===== config.mk =====
export PLATFORM = sky130hd
export DESIGN_NAME = shreg_piso_universal_flat
export DESIGN_NICKNAME = d
export VERILOG_FILES = /design/src/rtl/shreg_piso_universal_if.sv /design/src/rtl/shreg_piso_universal.sv /design/src/flat_wrapper.sv
export SDC_FILE = /design/constraint.sdc
export NUM_CORES = 1
export LEC_CHECK = 0
export ABC_AREA = 1
export CAP_MARGIN = 20
export CORE_MARGIN = 1.5
export CORE_UTILIZATION = 40
export CTS_CLUSTER_DIAMETER = 50
export CTS_CLUSTER_SIZE = 25
export DETAILED_ROUTE_END_ITERATION = 16
export PLACE_DENSITY = 0.74
export REMOVE_ABC_BUFFERS = 1
export SLEW_MARGIN = 20
export SYNTH_ARGS = -nofsm -noshare
export SYNTH_HDL_FRONTEND = slang
export SYNTH_SLANG_ARGS = --single-unit
export TNS_END_PERCENT = 20

===== constraint.sdc =====
create_clock -name clk -period 3.1 [get_ports clk]
set_input_delay 0.62 -clock clk [delete_from_list [all_inputs] [get_ports clk]]
set_output_delay 0.62 -clock clk [all_outputs]
set_load 0.005 [all_outputs]

===== src/rtl/shreg_piso_universal_if.sv =====
// ============================================================================
// Module      : shreg_piso_universal_if
// Description : Control/data bundle for the universal shift register.
// Revision    : 1.0 - initial release
// ============================================================================
`default_nettype none

interface shreg_piso_universal_if #(
    parameter int WIDTH = 8
);
    localparam int CNT_W = $clog2(WIDTH + 1);

    logic                 shclk;
    logic                 inh;
    logic [1:0]           mode;
    logic                 ser_l;
    logic                 ser_r;
    logic [WIDTH-1:0]     pdata;
    logic [WIDTH-1:0]     q;
    logic                 qh;
    logic                 ql;
    logic [CNT_W-1:0]     bit_cnt;
    logic                 empty;
    logic                 op_stb;

    modport master (
        output shclk, inh, mode, ser_l, ser_r, pdata,
        input  q, qh, ql, bit_cnt, empty, op_stb
    );

    modport slave (
        input  shclk, inh, mode, ser_l, ser_r, pdata,
        output q, qh, ql, bit_cnt, empty, op_stb
    );
endinterface

`default_nettype wire


===== src/rtl/shreg_piso_universal.sv =====
// ============================================================================
// Module      : shreg_piso_universal
// Description : Universal shift register (hold/left/right/load) driven by an
//               edge-detected shift clock; optional input synchroniser when
//               SHCLK_SYNC_EN is defined.
// Revision    : 1.0 - initial release
// ============================================================================
`default_nettype none

module shreg_piso_universal #(
    parameter int               WIDTH      = 8,
    parameter logic [WIDTH-1:0] RESET_VAL  = '0,
    parameter logic             SHCLK_IDLE = 1'b1
) (
    input  wire                      clk,
    input  wire                      rst,
    shreg_piso_universal_if.slave    bus
);
    localparam int               CNT_W       = $clog2(WIDTH + 1);
    localparam logic [CNT_W-1:0] C_CNT_FULL  = CNT_W'(WIDTH);
    localparam logic [CNT_W-1:0] C_CNT_ONE   = CNT_W'(1);
    localparam logic [1:0]       C_MODE_HOLD = 2'b00;
    localparam logic [1:0]       C_MODE_SHL  = 2'b01;
    localparam logic [1:0]       C_MODE_SHR  = 2'b10;
    localparam logic [1:0]       C_MODE_LOAD = 2'b11;

    logic             w_shclk;
    logic             w_inh;
    logic             w_accept;
    logic             r_prev_shclk;
    logic [WIDTH-1:0] r_q;
    logic [CNT_W-1:0] r_bit_cnt;
    logic             r_op_stb;

`ifdef SHCLK_SYNC_EN
    logic [1:0] r_sync_shclk;
    logic [1:0] r_sync_inh;

    // Both inputs go through identical stages so inh stays aligned with shclk.
    always_ff @(posedge clk) begin
        if (rst) begin
            r_sync_shclk <= {2{SHCLK_IDLE}};
            r_sync_inh   <= 2'b00;
        end else begin
            r_sync_shclk <= {r_sync_shclk[0], bus.shclk};
            r_sync_inh   <= {r_sync_inh[0], bus.inh};
        end
    end

    assign w_shclk = r_sync_shclk[1];
    assign w_inh   = r_sync_inh[1];
`else
    assign w_shclk = bus.shclk;
    assign w_inh   = bus.inh;
`endif

    assign w_accept = w_shclk & ~r_prev_shclk & ~w_inh;

    always_ff @(posedge clk) begin
        if (rst) begin
            r_prev_shclk <= SHCLK_IDLE;
            r_q          <= RESET_VAL;
            r_bit_cnt    <= C_CNT_FULL;
            r_op_stb     <= 1'b0;
        end else begin
            r_prev_shclk <= w_shclk;
            r_op_stb     <= 1'b0;
            if (w_accept) begin
                case (bus.mode)
                    C_MODE_SHL: begin
                        r_q      <= {r_q[WIDTH-2:0], bus.ser_l};
                        r_op_stb <= 1'b1;
                        if (r_bit_cnt != C_CNT_FULL) r_bit_cnt <= r_bit_cnt + C_CNT_ONE;
                    end
                    C_MODE_SHR: begin
                        r_q      <= {bus.ser_r, r_q[WIDTH-1:1]};
                        r_op_stb <= 1'b1;
                        if (r_bit_cnt != C_CNT_FULL) r_bit_cnt <= r_bit_cnt + C_CNT_ONE;
                    end
                    C_MODE_LOAD: begin
                        r_q       <= bus.pdata;
                        r_bit_cnt <= '0;
                        r_op_stb  <= 1'b1;
                    end
                    C_MODE_HOLD: ;
                    default: ;
                endcase
            end
        end
    end

    assign bus.q       = r_q;
    assign bus.qh      = r_q[WIDTH-1];
    assign bus.ql      = r_q[0];
    assign bus.bit_cnt = r_bit_cnt;
    assign bus.empty   = (r_bit_cnt == C_CNT_FULL);
    assign bus.op_stb  = r_op_stb;

endmodule

`default_nettype wire


===== src/flat_wrapper.sv =====
// flat-port wrapper written by rule: the top's interface ports become plain ports
module shreg_piso_universal_flat 
#(
    parameter int               WIDTH      = 8,
    parameter logic [WIDTH-1:0] RESET_VAL  = '0,
    parameter logic             SHCLK_IDLE = 1'b1
)
  (clk, rst, bus_shclk, bus_inh, bus_mode, bus_ser_l, bus_ser_r, bus_pdata, bus_q, bus_qh, bus_ql, bus_bit_cnt, bus_empty, bus_op_stb);
  shreg_piso_universal_if #(.WIDTH(WIDTH)) bus_i ();
  input  wire clk;
  input  wire rst;
  input wire logic [$bits(bus_i.shclk)-1:0] bus_shclk;
  input wire logic [$bits(bus_i.inh)-1:0] bus_inh;
  input wire logic [$bits(bus_i.mode)-1:0] bus_mode;
  input wire logic [$bits(bus_i.ser_l)-1:0] bus_ser_l;
  input wire logic [$bits(bus_i.ser_r)-1:0] bus_ser_r;
  input wire logic [$bits(bus_i.pdata)-1:0] bus_pdata;
  output wire logic [$bits(bus_i.q)-1:0] bus_q;
  output wire logic [$bits(bus_i.qh)-1:0] bus_qh;
  output wire logic [$bits(bus_i.ql)-1:0] bus_ql;
  output wire logic [$bits(bus_i.bit_cnt)-1:0] bus_bit_cnt;
  output wire logic [$bits(bus_i.empty)-1:0] bus_empty;
  output wire logic [$bits(bus_i.op_stb)-1:0] bus_op_stb;
  assign bus_i.shclk = bus_shclk;
  assign bus_i.inh = bus_inh;
  assign bus_i.mode = bus_mode;
  assign bus_i.ser_l = bus_ser_l;
  assign bus_i.ser_r = bus_ser_r;
  assign bus_i.pdata = bus_pdata;
  assign bus_q = bus_i.q;
  assign bus_qh = bus_i.qh;
  assign bus_ql = bus_i.ql;
  assign bus_bit_cnt = bus_i.bit_cnt;
  assign bus_empty = bus_i.empty;
  assign bus_op_stb = bus_i.op_stb;
  shreg_piso_universal #(.WIDTH(WIDTH), .RESET_VAL(RESET_VAL), .SHCLK_IDLE(SHCLK_IDLE)) u_core (.clk(clk), .rst(rst), .bus(bus_i));
endmodule

; Word-level counts from Yosys, hierarchy flattened
; Cells that the tools add are included.
[classes]
addsub = 1
eq_ne = 6
mux = 4
bitwise_logic = 5
reduce_logical = 7
[ops]
columns = cell, n
row1 = one-hot mux 8 bit (3 select lines), 1
row2 = one-hot mux 4 bit (2 select lines), 1
row3 = "adder 4 x 1 -> 4 bit, second input constant", 1
row4 = "equality test 2 bit, second input constant", 2
row5 = "equality test 4 bit, second input constant", 1
row6 = 2-to-1 mux 4 bit, 1
row7 = "!= test 4 bit, second input constant", 1
row8 = OR reduction 2 bit, 2
row9 = inverter 1 bit, 3
row10 = AND reduction 3 bit, 1
row11 = nonzero test 3 bit, 1
row12 = OR reduction 3 bit, 1
row13 = bitwise AND 1 bit, 2
row14 = "equality test 2 x 1 -> 1 bit, second input constant", 1
row15 = "!= test 2 x 1 -> 1 bit, second input constant", 1
row16 = AND reduction 2 bit, 1
row17 = nonzero test 2 bit, 1
row18 = 2-to-1 mux 1 bit, 1
[totals]
ff_bits = 14
out_inout_bits = 16
wordCells = 27

; Logic depth before layout (Yosys ltp)
[logic_depth]
depth_word = 5
ltp_mapped = 8
ltp_nobuf = 8

; Least setup slack after synthesis
; OpenSTA, ideal clock, no wires.
[synth_path]
kind = input-to-reg
startpoint = input port bus_mode[0]
endpoint = register u_core.r_bit_cnt[1] (netlist: u_core.bus.bit_cnt[1])
setup_ps = 112
t_arrival_ps = 1412
path_slack_ps = 1576
path_stages = 8
path_buffers = 0
cell_sequence = inv_1 ha_1 nor2_1 nor2_4 nand2_2 inv_1 nor2_1 nor2_1
[synth_between]
elab_chain_cells = 4
word_cells_on_any_way = 8
classes_between = 4 x eq/ne / 1 x mux / 3 x reduce/logical
[synth_rtl]
columns = element, line_no
row1 = start: declaration, flat_wrapper.sv:14  ; input wire logic [$bits(bus_i.mode)-1:0] bus_mode;
row2 = equality test 2 x 1 -> 1 bit / equality test 2 bit (equally long branches), shreg_piso_universal.sv:69  ; case (bus.mode)
row3 = OR reduction 2 bit (no line), -
row4 = != test 2 x 1 -> 1 bit (no line) / nonzero test 2 bit (equally long branches), -
row5 = AND reduction 3 bit (no line), -
row6 = end signal: assignment, shreg_piso_universal.sv:73  ; if (r_bit_cnt != C_CNT_FULL) r_bit_cnt <= r_bit_cnt + C_CNT_ONE;
row7 = end signal: assignment, shreg_piso_universal.sv:78  ; if (r_bit_cnt != C_CNT_FULL) r_bit_cnt <= r_bit_cnt + C_CNT_ONE;
row8 = end: declaration, shreg_piso_universal.sv:32  ; logic [CNT_W-1:0] r_bit_cnt;
; Parallel ways exist; a longest one is shown, timed or not.
; A chain may end at the register's enable or synchronous reset.

; Final worst setup path
[layout_path]
startpoint = register u_core.r_bit_cnt[0] (netlist: u_core.bus.bit_cnt[0])
endpoint = output port bus_empty
[layout_between]
elab_chain_cells = 1
[layout_rtl]
columns = element, line_no
row1 = equality test 4 bit, shreg_piso_universal.sv:96  ; assign bus.empty = (r_bit_cnt == C_CNT_FULL);
row2 = end: declaration, flat_wrapper.sv:22  ; output wire logic [$bits(bus_i.empty)-1:0] bus_empty;
; No other way between the ends.

==> reports/qor.log <==
INFO  grt            vias_in_the_first_global_route=705
INFO  outcome        status=finished, final reports clean
INFO  sta            setup-violations-final=0
INFO  final_layout   antenna-diode-count=0
INFO  detailed_routing drt_iter0_markers=16
INFO  detailed_routing drtAntennaViolNets=0
INFO  synthesis      yosys.area_share.xor_xnor=0%
INFO  critical_path  crit_path_max_incr_delay=0.44ns
INFO  final_layout   area_delta_synth_final=39.1%
INFO  critical_path  crit-reg2reg-launch=u_core.bus.bit_cnt[0]
INFO  synthesis      mapped_avg_cell_area=7.05squm
INFO  clock_tree     worst_skew_pair.late_latency=0.27ns
INFO  power          cellLeakagePower=0.000528uW
INFO  clock_tree     cts_buffers=3
INFO  sta            headroom_to_the_max_slew_limit=70.2%
INFO  sta            max_clock_freq=0.457GHz
INFO  synthesis      synth-adder-area-share=7.40%
INFO  synthesis      synth.yosys.warnings=0
INFO  sta            final.min_clock_period=2.19ns
INFO  sta            slew_violations=0
INFO  floorplan      initial_core_util=42.7%
INFO  grt            grt_antenna_before_repair=0
INFO  clock_tree     clock_tree.root_cell=sky130_fd_sc_hd__clkbuf_4
INFO  critical_path  worst_path_max_delay_cell=sky130_fd_sc_hd__clkdlybuf4s50_1
INFO  detailed_routing finalWirelength=1950um
INFO  final_layout   final_cell_mix=sky130_fd_sc_hd__nand2_1 (36), sky130_fd_sc_hd__clkdlybuf4s50_1 (31), sky130_fd_sc_hd__a21oi_1 (15)
INFO  synthesis      largest_family_of_logic_cells_by_synthesized_area=simple AND/OR/NAND/NOR gates
INFO  sta            unrepaired_setup_endpoints_after_global_routing=no
INFO  power          cellPowerDensity=333nW/um^2
INFO  final_layout   fraction_of_final_layout_cells_sized_beyond_drive_strength_1=9.40%
INFO  critical_path  timing.reg2reg.setup_slack=1.77ns
INFO  clock_tree     post_cts_buffers=0
INFO  final_layout   layout.cell_area.non_filler=1180squm
INFO  critical_path  crit_arrival=1.57ns
INFO  critical_path  startpoint_class_of_the_critical_path=flip-flop
INFO  detailed_routing drcViolationCount=0
INFO  synthesis      ys_ff_latch=14
INFO  critical_path  path_buf_inv=3
INFO  clock_tree     ctsLongestPathBuffers=2
INFO  critical_path  reg2reg_to=u_core.bus.bit_cnt[3]
INFO  floorplan      io_pins=32
INFO  critical_path  worstSetupEndpointType=primary output
INFO  synthesis      synth_compound_area_share=16.6%
INFO  clock_tree     post_cts.resized_instances=0
INFO  detailed_routing avgRoutedWirePerCell=11.1um
INFO  clock_tree     cts_hold_buf=0
INFO  floorplan      dieWidth=49.0um
INFO  grt            grt_first_pass_wirelength=3090um
INFO  sta            timing.final.crit_share=70.7%
INFO  placement      port-buffer-count=31
INFO  critical_path  timing.critical_path.depth=5
INFO  sta            final-hold-violation-count=0
INFO  worst_hold_path worstHoldPathType=reg -> reg
INFO  floorplan      coreArea=1980squm
INFO  final_layout   n_fill_cell=174
INFO  grt            grtUsageTotal=16.3%
INFO  clock_tree     tritoncts=yes
INFO  critical_path  worst_reg_to_reg_path_cell_count=7
INFO  clock_tree     cts_sinks=14
INFO  critical_path  worst_setup_path_startpoint=u_core.bus.bit_cnt[0]
INFO  detailed_routing route.met3.wl=102um
INFO  final_layout   footprint_of_the_multi_input_gates=467squm
INFO  final_layout   layout.area.seq=280squm
INFO  final_layout   most_common_cell_after_layout_fill_and_taps_aside=sky130_fd_sc_hd__nand2_1
INFO  final_layout   finalNetCount=171
INFO  critical_path  path_common_cell=sky130_fd_sc_hd__inv_1
INFO  synthesis      synth_area=846squm
INFO  detailed_routing drt-pass1-iter-count=4
INFO  grt            grt_max_degree=17
INFO  detailed_routing route.vias.total=841
INFO  critical_path  worst_setup_path_endpoint=bus_empty
INFO  synthesis      muxShareOfSynthArea=0%
INFO  power          vdd.ir_drop.worst=0.344mV
INFO  critical_path  timing.critical_path.fanout_max=5
INFO  critical_path  critPathRequiredTime=2.48ns
INFO  floorplan      dieArea=2400squm
INFO  placement      post_dp_cell_area=1140squm
INFO  detailed_routing vias_per_cell=4.78
INFO  grt            global_route.overflow_total=0
INFO  floorplan      die_h=49.0um
INFO  synthesis      synth.lib_cells_used.distinct=20
INFO  sta            timing.setup.tns=0ns
INFO  sta            timing_worst_slew_pin_value=0.448ns
INFO  placement      place.detailed.hpwl=1440um
INFO  floorplan      placementRows=16
INFO  sta            clock_skew=0.00144ns
INFO  synthesis      synthSimpleGateAreaFrac=31.2%
INFO  placement      gp_congestion=0.909
INFO  critical_path  critPathTopFamily=buffers and inverters
INFO  detailed_routing route.met2.wl=927um
INFO  critical_path  worst-setup-path-type=reg -> out
INFO  clock_tree     h-tree-depth=1
INFO  detailed_routing maxUsedRoutingLayer=met4
INFO  synthesis      synthesized_instance_count=120
INFO  run            max_cap_violations=0
INFO  synthesis      sequential_to_total_area_share_from_yosys_stat=33.1%
INFO  critical_path  cp_cell_sequence=inv_1, ha_1, nand3_1, inv_1, clkdlybuf4s50_1
INFO  clock_tree     clk_pin_slew=0.08ns
INFO  detailed_routing wl_met1=904um
how the worst min path moves through the flow:
stage	startpoint	end	slack [ns]	cells past startpoint
2_1_floorplan	u_core.r_prev_shclk	u_core.bus.op_stb	0.51	3
3_3_place_gp	u_core.r_prev_shclk	u_core.bus.op_stb	0.53	3
3_5_place_dp	u_core.r_prev_shclk	u_core.bus.op_stb	0.54	3
4_1_cts	u_core.r_prev_shclk	u_core.bus.op_stb	0.55	3
5_1_grt	u_core.r_prev_shclk	u_core.bus.op_stb	0.60	3
6_report	u_core.r_prev_shclk	u_core.bus.op_stb	0.55	3
cell families (layout without fill, tap and decap cells):
logic type / after synthesis / after routing
AND/OR/NAND/NOR: 57 / 57
AO/OA/AOI/OAI: 25 / 25
buffers and inverters: 19 / 48
flip-flops: 14 / 14
adder cells (fa/ha/maj): 5 / 5
per-stage QoR:
stage / setup slack, ns / instances / utilization, % / total power (uW) / hold WS [ns]
6_report: 0.910 / 176 / 59.3 / 391 / 0.548
5_1_grt: 0.795 / 176 / 59.3 / 413 / 0.596
4_1_cts: 0.890 / 176 / 59.3 / 397 / 0.555
3_5_place_dp: 0.822 / 172 / 57.5 / 266 / 0.542
3_3_place_gp: 0.922 / 172 / 57.5 / 265 / 0.528
2_1_floorplan: 1.56 / 114 / - / 227 / 0.512
layer usage:
layer | vias to the layer above | global-route usage [%]
met4 | 0 | 4.29
met5 | - | 0
met2 | 30 | 26.5
met1 | 366 | 21.6
met3 | 2 | 3.68
li1 | 443 | -
registers in the layout, indices dropped and copies added (netlist names):
name	count
u_core.bus.q	8
u_core.bus.bit_cnt	4
u_core.bus.op_stb	1
u_core.r_prev_shclk	1
worst reg2reg max path, cell delays in order (launching register included):
cell and delay [ns]:
sky130_fd_sc_hd__dfxtp_1 0.36, sky130_fd_sc_hd__inv_1 0.11, sky130_fd_sc_hd__ha_1 0.17, sky130_fd_sc_hd__nand4_1 0.21, sky130_fd_sc_hd__nand2_2 0.17, sky130_fd_sc_hd__inv_1 0.06
sky130_fd_sc_hd__nand2_1 0.06, sky130_fd_sc_hd__nand3_1 0.06
cells in the mapped netlist:
cell type	instances	area share [%]
sky130_fd_sc_hd__a21oi_1	15	8.9
sky130_fd_sc_hd__a21oi_2	2	2.1
sky130_fd_sc_hd__buf_2	1	0.59
sky130_fd_sc_hd__buf_4	3	2.7
sky130_fd_sc_hd__buf_6	2	2.7
sky130_fd_sc_hd__dfxtp_1	14	33
sky130_fd_sc_hd__ha_1	5	7.4
sky130_fd_sc_hd__inv_1	13	5.8
sky130_fd_sc_hd__nand2_1	36	16
sky130_fd_sc_hd__nand2_2	1	0.74
sky130_fd_sc_hd__nand3_1	6	3.6
sky130_fd_sc_hd__nand3_4	1	2.1
sky130_fd_sc_hd__nand4_1	2	1.5
sky130_fd_sc_hd__nor2_1	6	2.7
sky130_fd_sc_hd__nor2_2	1	0.74
sky130_fd_sc_hd__nor2_4	2	2.7
sky130_fd_sc_hd__nor3_1	1	0.59
sky130_fd_sc_hd__o21ai_0	6	3.6
sky130_fd_sc_hd__o21ai_2	2	2.1
sky130_fd_sc_hd__or2_2	1	0.74
cell type report:
class	count	area share [%]
timing repair buffer	31	26.4
sequential	14	23.8
inverter	13	4.15
tap	27	2.87
multi-input combinational	87	39.7
clock buffer	4	3.09
power breakdown:
group	internal, uW	leakage (uW)	switching [uW]
clock	71.4	0.0000210	57.0
sequential	184	0.000114	4.78
combinational	39.1	0.000393	34.3
No activity file was read; power rests on OpenSTA's default activity.
==> RTL edit 1: new RTL, config.mk and constraints unchanged <==
`WIDTH` is set to 8 in 3 places; all go to 16.
--- a/src/rtl/shreg_piso_universal_if.sv
+++ b/src/rtl/shreg_piso_universal_if.sv
@@ -7,5 +7,5 @@
 
 interface shreg_piso_universal_if #(
-    parameter int WIDTH = 8
+    parameter int WIDTH = 16
 );
     localparam int CNT_W = $clog2(WIDTH + 1);
--- a/src/rtl/shreg_piso_universal.sv
+++ b/src/rtl/shreg_piso_universal.sv
@@ -9,5 +9,5 @@
 
 module shreg_piso_universal #(
-    parameter int               WIDTH      = 8,
+    parameter int               WIDTH      = 16,
     parameter logic [WIDTH-1:0] RESET_VAL  = '0,
     parameter logic             SHCLK_IDLE = 1'b1
--- a/src/flat_wrapper.sv
+++ b/src/flat_wrapper.sv
@@ -2,5 +2,5 @@
 module shreg_piso_universal_flat 
 #(
-    parameter int               WIDTH      = 8,
+    parameter int               WIDTH      = 16,
     parameter logic [WIDTH-1:0] RESET_VAL  = '0,
     parameter logic             SHCLK_IDLE = 1'b1
Ports: changed (resized bus_bit_cnt, bus_pdata and bus_q); port bits go from 32 to 49. No check against the original RTL was run, so the function may have changed too.
==> RTL edit 1 against the unedited design <==
Hold slack gained 0.014 ns. Synthesized area increased by 54%. Setup slack lost 0.068 ns. Sequential cell count is 9 higher. Combinational power increased by 53%. Wire length up 58%. Clock power rose by 9%. Final area increased by 52%. Die area is 50% higher. Synthesized cell count grew 61%. Total power up 44%. Critical path type unchanged.
==> RTL edit 1: results (changes against the unedited design) <==
* Vias in the first global route at 1028 (was 705)
* Weighted congestion reported at the end of routability-driven placement at 0.822 (was 0.909)
* GRT Util Overall at 17.4% (was 16.3%)
* Post-route non-filler standard cell count at 277 (was 176)
* Worst VDD drop at 0.318 mV (was 0.344 mV)
* Clock slew at reported path FFs at 0.12 ns (was 0.08 ns)
* Total half-perimeter wirelength after legalization and detailed placement at 2150 um (was 1440 um)
* Clock net power at 0.000140 W (was 0.000128 W)
* Count of multi-input combinational gates at 143 (was 87)
* Worst Path Arrival at 1.64 ns (was 1.57 ns)
* Clock tree cell share of total cell area at 1.47% (was 3.09%)
* Detailed Routing Iterations Pass 1 at 5 (was 4)
* Share of cell area taken by multi-input logic gates at 39.3% (was 39.7%)
* Sequential standard cell area at 460 sq um (was 280 sq um)
* Multi-input gate area in the final layout at 702 sq um (was 467 sq um)
* Number of buffers inserted during clock tree synthesis at 3 (unchanged)
* Global routing usage on met1 at 25.4% (was 21.6%)
* Static leakage at 0.767 nW (was 0.528 nW)
* Routed length on met1 at 1540 um (was 904 um)
* Setup clock skew after layout at 0.00187 ns (was 0.00144 ns)
* Internal Pwr Total at 0.000415 W (was 0.000295 W)
* Met2 demand-to-capacity share in global routing at 25.5% (was 26.5%)
* Largest fanout of any net on the critical path at 6 (was 5)
* Number of sinks on the clock net at 23 (was 14)
* Wire length of the first global-routing pass at 4820 um (was 3090 um)
* Run status: finished clean (unchanged)
* Top cells by area in the synthesized netlist: dfxtp_1, nand2_1, a21oi_1 (unchanged)
* Buffers, non-clock at 49 (was 31)
* Post-synthesis sequential area ratio at 35.4% (was 33.1%)
* Mean Syn Cell Area at 6.74 sq um (was 7.05 sq um)
* Leading post-synthesis cells by instance count: nand2_1, a21oi_1, dfxtp_1 (unchanged)
* Pre-CTS setup slack at 0.719 ns (was 0.822 ns)
* Fill cell total of the finished layout at 302 (was 174)
* Worst-Margin Slew at 0.681 ns (was 0.448 ns)
* Final-stage net count at 263 (was 171)
* Reg power frac at 55.3% (was 48.4%)
* Placed cells at 273 (was 172)
* Ratio of cells with drive above 1 in the final layout at 5.58% (was 9.40%)
* Met3 track utilization from global routing at 3.25% (was 3.68%)
* Largest net degree at the start of global routing at 33 (was 17)
* Nonclk inv count at 14 (was 13)
* Port bufs at 48 (was 31)
* Worst-Skew Late Latency at 0.31 ns (was 0.27 ns)
* Flip-flop count of the largest register after layout at 16 (was 8)
* Total Wirelength at 3080 um (was 1950 um)
* First DRT Iteration DRCs at 40 (was 16)
* Detailed-routed wire length on met3 at 170 um (was 102 um)
* Non-clock buffer area fraction after layout at 27.3% (was 26.4%)
* Overall via count from detail_route at 1356 (was 841)
* Power density cells at 316 mW/mm^2 (was 333 mW/mm^2)
* Met2 routed WL at 1330 um (was 927 um)
* FP Rows at 20 (was 16)
* Antenna violations before repair at 0 (unchanged)
==> RTL edit 1: worst paths after layout <==
kind                                       startpoint               endpoint  slack [ns]  cells after the start
worst max register to register    u_core.r_prev_shclk        u_core.bus.q[1]        1.72                      5
worst min-delay path            u_core.bus.bit_cnt[1]  u_core.bus.bit_cnt[1]        0.56                      2
worst min register to register  u_core.bus.bit_cnt[1]  u_core.bus.bit_cnt[1]        0.56                      2
worst max-delay path            u_core.bus.bit_cnt[0]              bus_empty        0.84                      5
==> RTL edit 1: worst max-delay path, stage by stage, from the launching register on <==
cell	delay [ns]
dfxtp_1	0.38
inv_1	0.09
ha_1	0.14
nand2_1	0.06
nor3_1	0.13
clkdlybuf4s50_1	0.52
==> RTL edit 1: cells by family after synthesis <==
logic type | after synthesis | synth area share, %
fa+ha+maj | 5 | 4.81
compound gates | 52 | 20.0
buf+inv | 27 | 10.7
flops | 23 | 35.4
simple gates | 86 | 29.1
==> RTL edit 2: new RTL, config.mk and constraints unchanged <==
Without the edit above. `SHCLK_IDLE` is set to 1'b1 in 2 places; all go to 1'b0.
--- a/src/rtl/shreg_piso_universal.sv
+++ b/src/rtl/shreg_piso_universal.sv
@@ -11,5 +11,5 @@
     parameter int               WIDTH      = 8,
     parameter logic [WIDTH-1:0] RESET_VAL  = '0,
-    parameter logic             SHCLK_IDLE = 1'b1
+    parameter logic             SHCLK_IDLE = 1'b0
 ) (
     input  wire                      clk,
--- a/src/flat_wrapper.sv
+++ b/src/flat_wrapper.sv
@@ -4,5 +4,5 @@
     parameter int               WIDTH      = 8,
     parameter logic [WIDTH-1:0] RESET_VAL  = '0,
-    parameter logic             SHCLK_IDLE = 1'b1
+    parameter logic             SHCLK_IDLE = 1'b0
 )
   (clk, rst, bus_shclk, bus_inh, bus_mode, bus_ser_l, bus_ser_r, bus_pdata, bus_q, bus_qh, bus_ql, bus_bit_cnt, bus_empty, bus_op_stb);
Behaviour: not the same (a bounded check fails within 4 cycles, from zero or initial values and one cycle with rst high).
==> RTL edit 2 against the unedited design <==
Synthesized area rose by 0.59%. Register-to-register slack barely moved. Setup slack improved by 0.019 ns. Total power rose by 2.8%. Hold slack got worse by 0.0029 ns. Wire length fell by 2.7%. Sequential cell count did not move. Final area fell by 1.1%. Highest routed layer unchanged.
==> RTL edit 2: results (changes against the unedited design) <==
* Run status: finished clean (unchanged)
* Power of the sequential group at 0.000200 W (was 0.000189 W)
* Static leakage at 0.525 nW (was 0.528 nW)
* Post-synthesis sequential area ratio at 32.9% (was 33.1%)
* Vias in the first global route at 717 (was 705)
* Worst VDD drop at 0.317 mV (was 0.344 mV)
* Final-stage net count at 172 (was 171)
* Wire length of the first global-routing pass at 3020 um (was 3090 um)
* Ratio of cells with drive above 1 in the final layout at 8.05% (was 9.40%)
* Net switching component of the power at 0.000112 W (was 0.0000961 W)
* Top cells by area in the synthesized netlist: dfxtp_1, nand2_1, a21oi_1 (unchanged)
* Routed len/inst at 10.8 um (was 11.1 um)
* Origin of the worst setup path: u_core.bus.bit_cnt[0] (unchanged)
* Post-CTS setup buffer count at 0 (unchanged)
* GRT Util Overall at 15.8% (was 16.3%)
* First DRT Iteration DRCs at 9 (was 16)
* Hold Startpoint: u_core.r_prev_shclk (unchanged)
* Total half-perimeter wirelength after legalization and detailed placement at 1410 um (was 1440 um)
* Part of the total power dissipated in the clock network at 24.7% (was 32.8%)
* Tot Pwr at 0.000402 W (was 0.000391 W)
* Total number of yosys warnings at 0 (unchanged)
* Weighted congestion reported at the end of routability-driven placement at 0.911 (was 0.909)
* Leading post-synthesis cells by instance count: nand2_1, a21oi_1, dfxtp_1, inv_1, nor2_1 (was nand2_1, a21oi_1, dfxtp_1)
* Worst Path Arrival at 1.55 ns (was 1.57 ns)
* Portion of synthesized cell area occupied by the leading cell type at 32.9% (was 33.1%)
* Vias per cell at 4.88 (was 4.78)
* Setup clock skew after layout at 0.00599 ns (was 0.00144 ns)
* Worst-Margin Slew at 0.423 ns (was 0.448 ns)
* Antenna violations before repair at 0 (unchanged)
* Worst Hold Class: reg -> reg (unchanged)
RTL edit 2: cell count changes after synthesis:
cell	unedited run	this run
buf_8	0	1
inv_1	13	14
or2_2	1	0
nor2_1	6	7
buf_6	2	1
RTL edit 2: worst paths after layout:
| path | end | slack [ns] |
|---|---|---|
| setup reg to reg | u_core.bus.bit_cnt[3] | 1.77 |
| hold / removal | u_core.bus.op_stb | 0.54 |
| setup / recovery | bus_empty | 0.93 |
| hold reg to reg | u_core.bus.op_stb | 0.54 |
RTL edit 2: layout make-up:
type / count / area (sq um)
clock buffer: 3 / 22.5
multi-input combinational: 87 / 464
timing repair buffer: 31 / 310
fill: 172 / 818
tap: 27 / 33.8
sequential: 14 / 280
inverter: 14 / 52.6
RTL edit 2: logic make-up after synthesis:
| group | share of synthesized area (%) |
|---|---|
| AND/OR/NAND/NOR | 30.7 |
| AO/OA/AOI/OAI | 16.5 |
| buffers and inverters | 12.5 |
| flip-flops | 32.9 |
| adder cells (fa/ha/maj) | 7.35 |
RTL edit 2: worst max-delay path: stages, from the launching register on:
cell	delay, ns
dfxtp_1	0.41
inv_1	0.11
ha_1	0.22
nand3_1	0.08
inv_1	0.04
clkdlybuf4s50_1	0.43
RTL edit 2: routing by layer:
| metal | global-route usage (%) | wire length, um | up-vias |
|---|---|---|---|
| met5 | 0 | 0 | - |
| met4 | 3.81 | 14 | 0 |
| met3 | 4.60 | 87 | 2 |
| met2 | 26.1 | 890 | 29 |
| met1 | 20.1 | 902 | 386 |
| li1 | - | - | 442 |
RTL edit 2: stage by stage:
stage               util [%]  std cells  cell area [sq um]  worst slack (ns)
floorplan                  -        115                797              1.56
global placement        57.6        173               1140             0.917
detailed placement      57.6        173               1140             0.806
CTS                     58.7        176               1160             0.910
global route            58.7        176               1160             0.818
finish                  58.7        176               1160             0.928
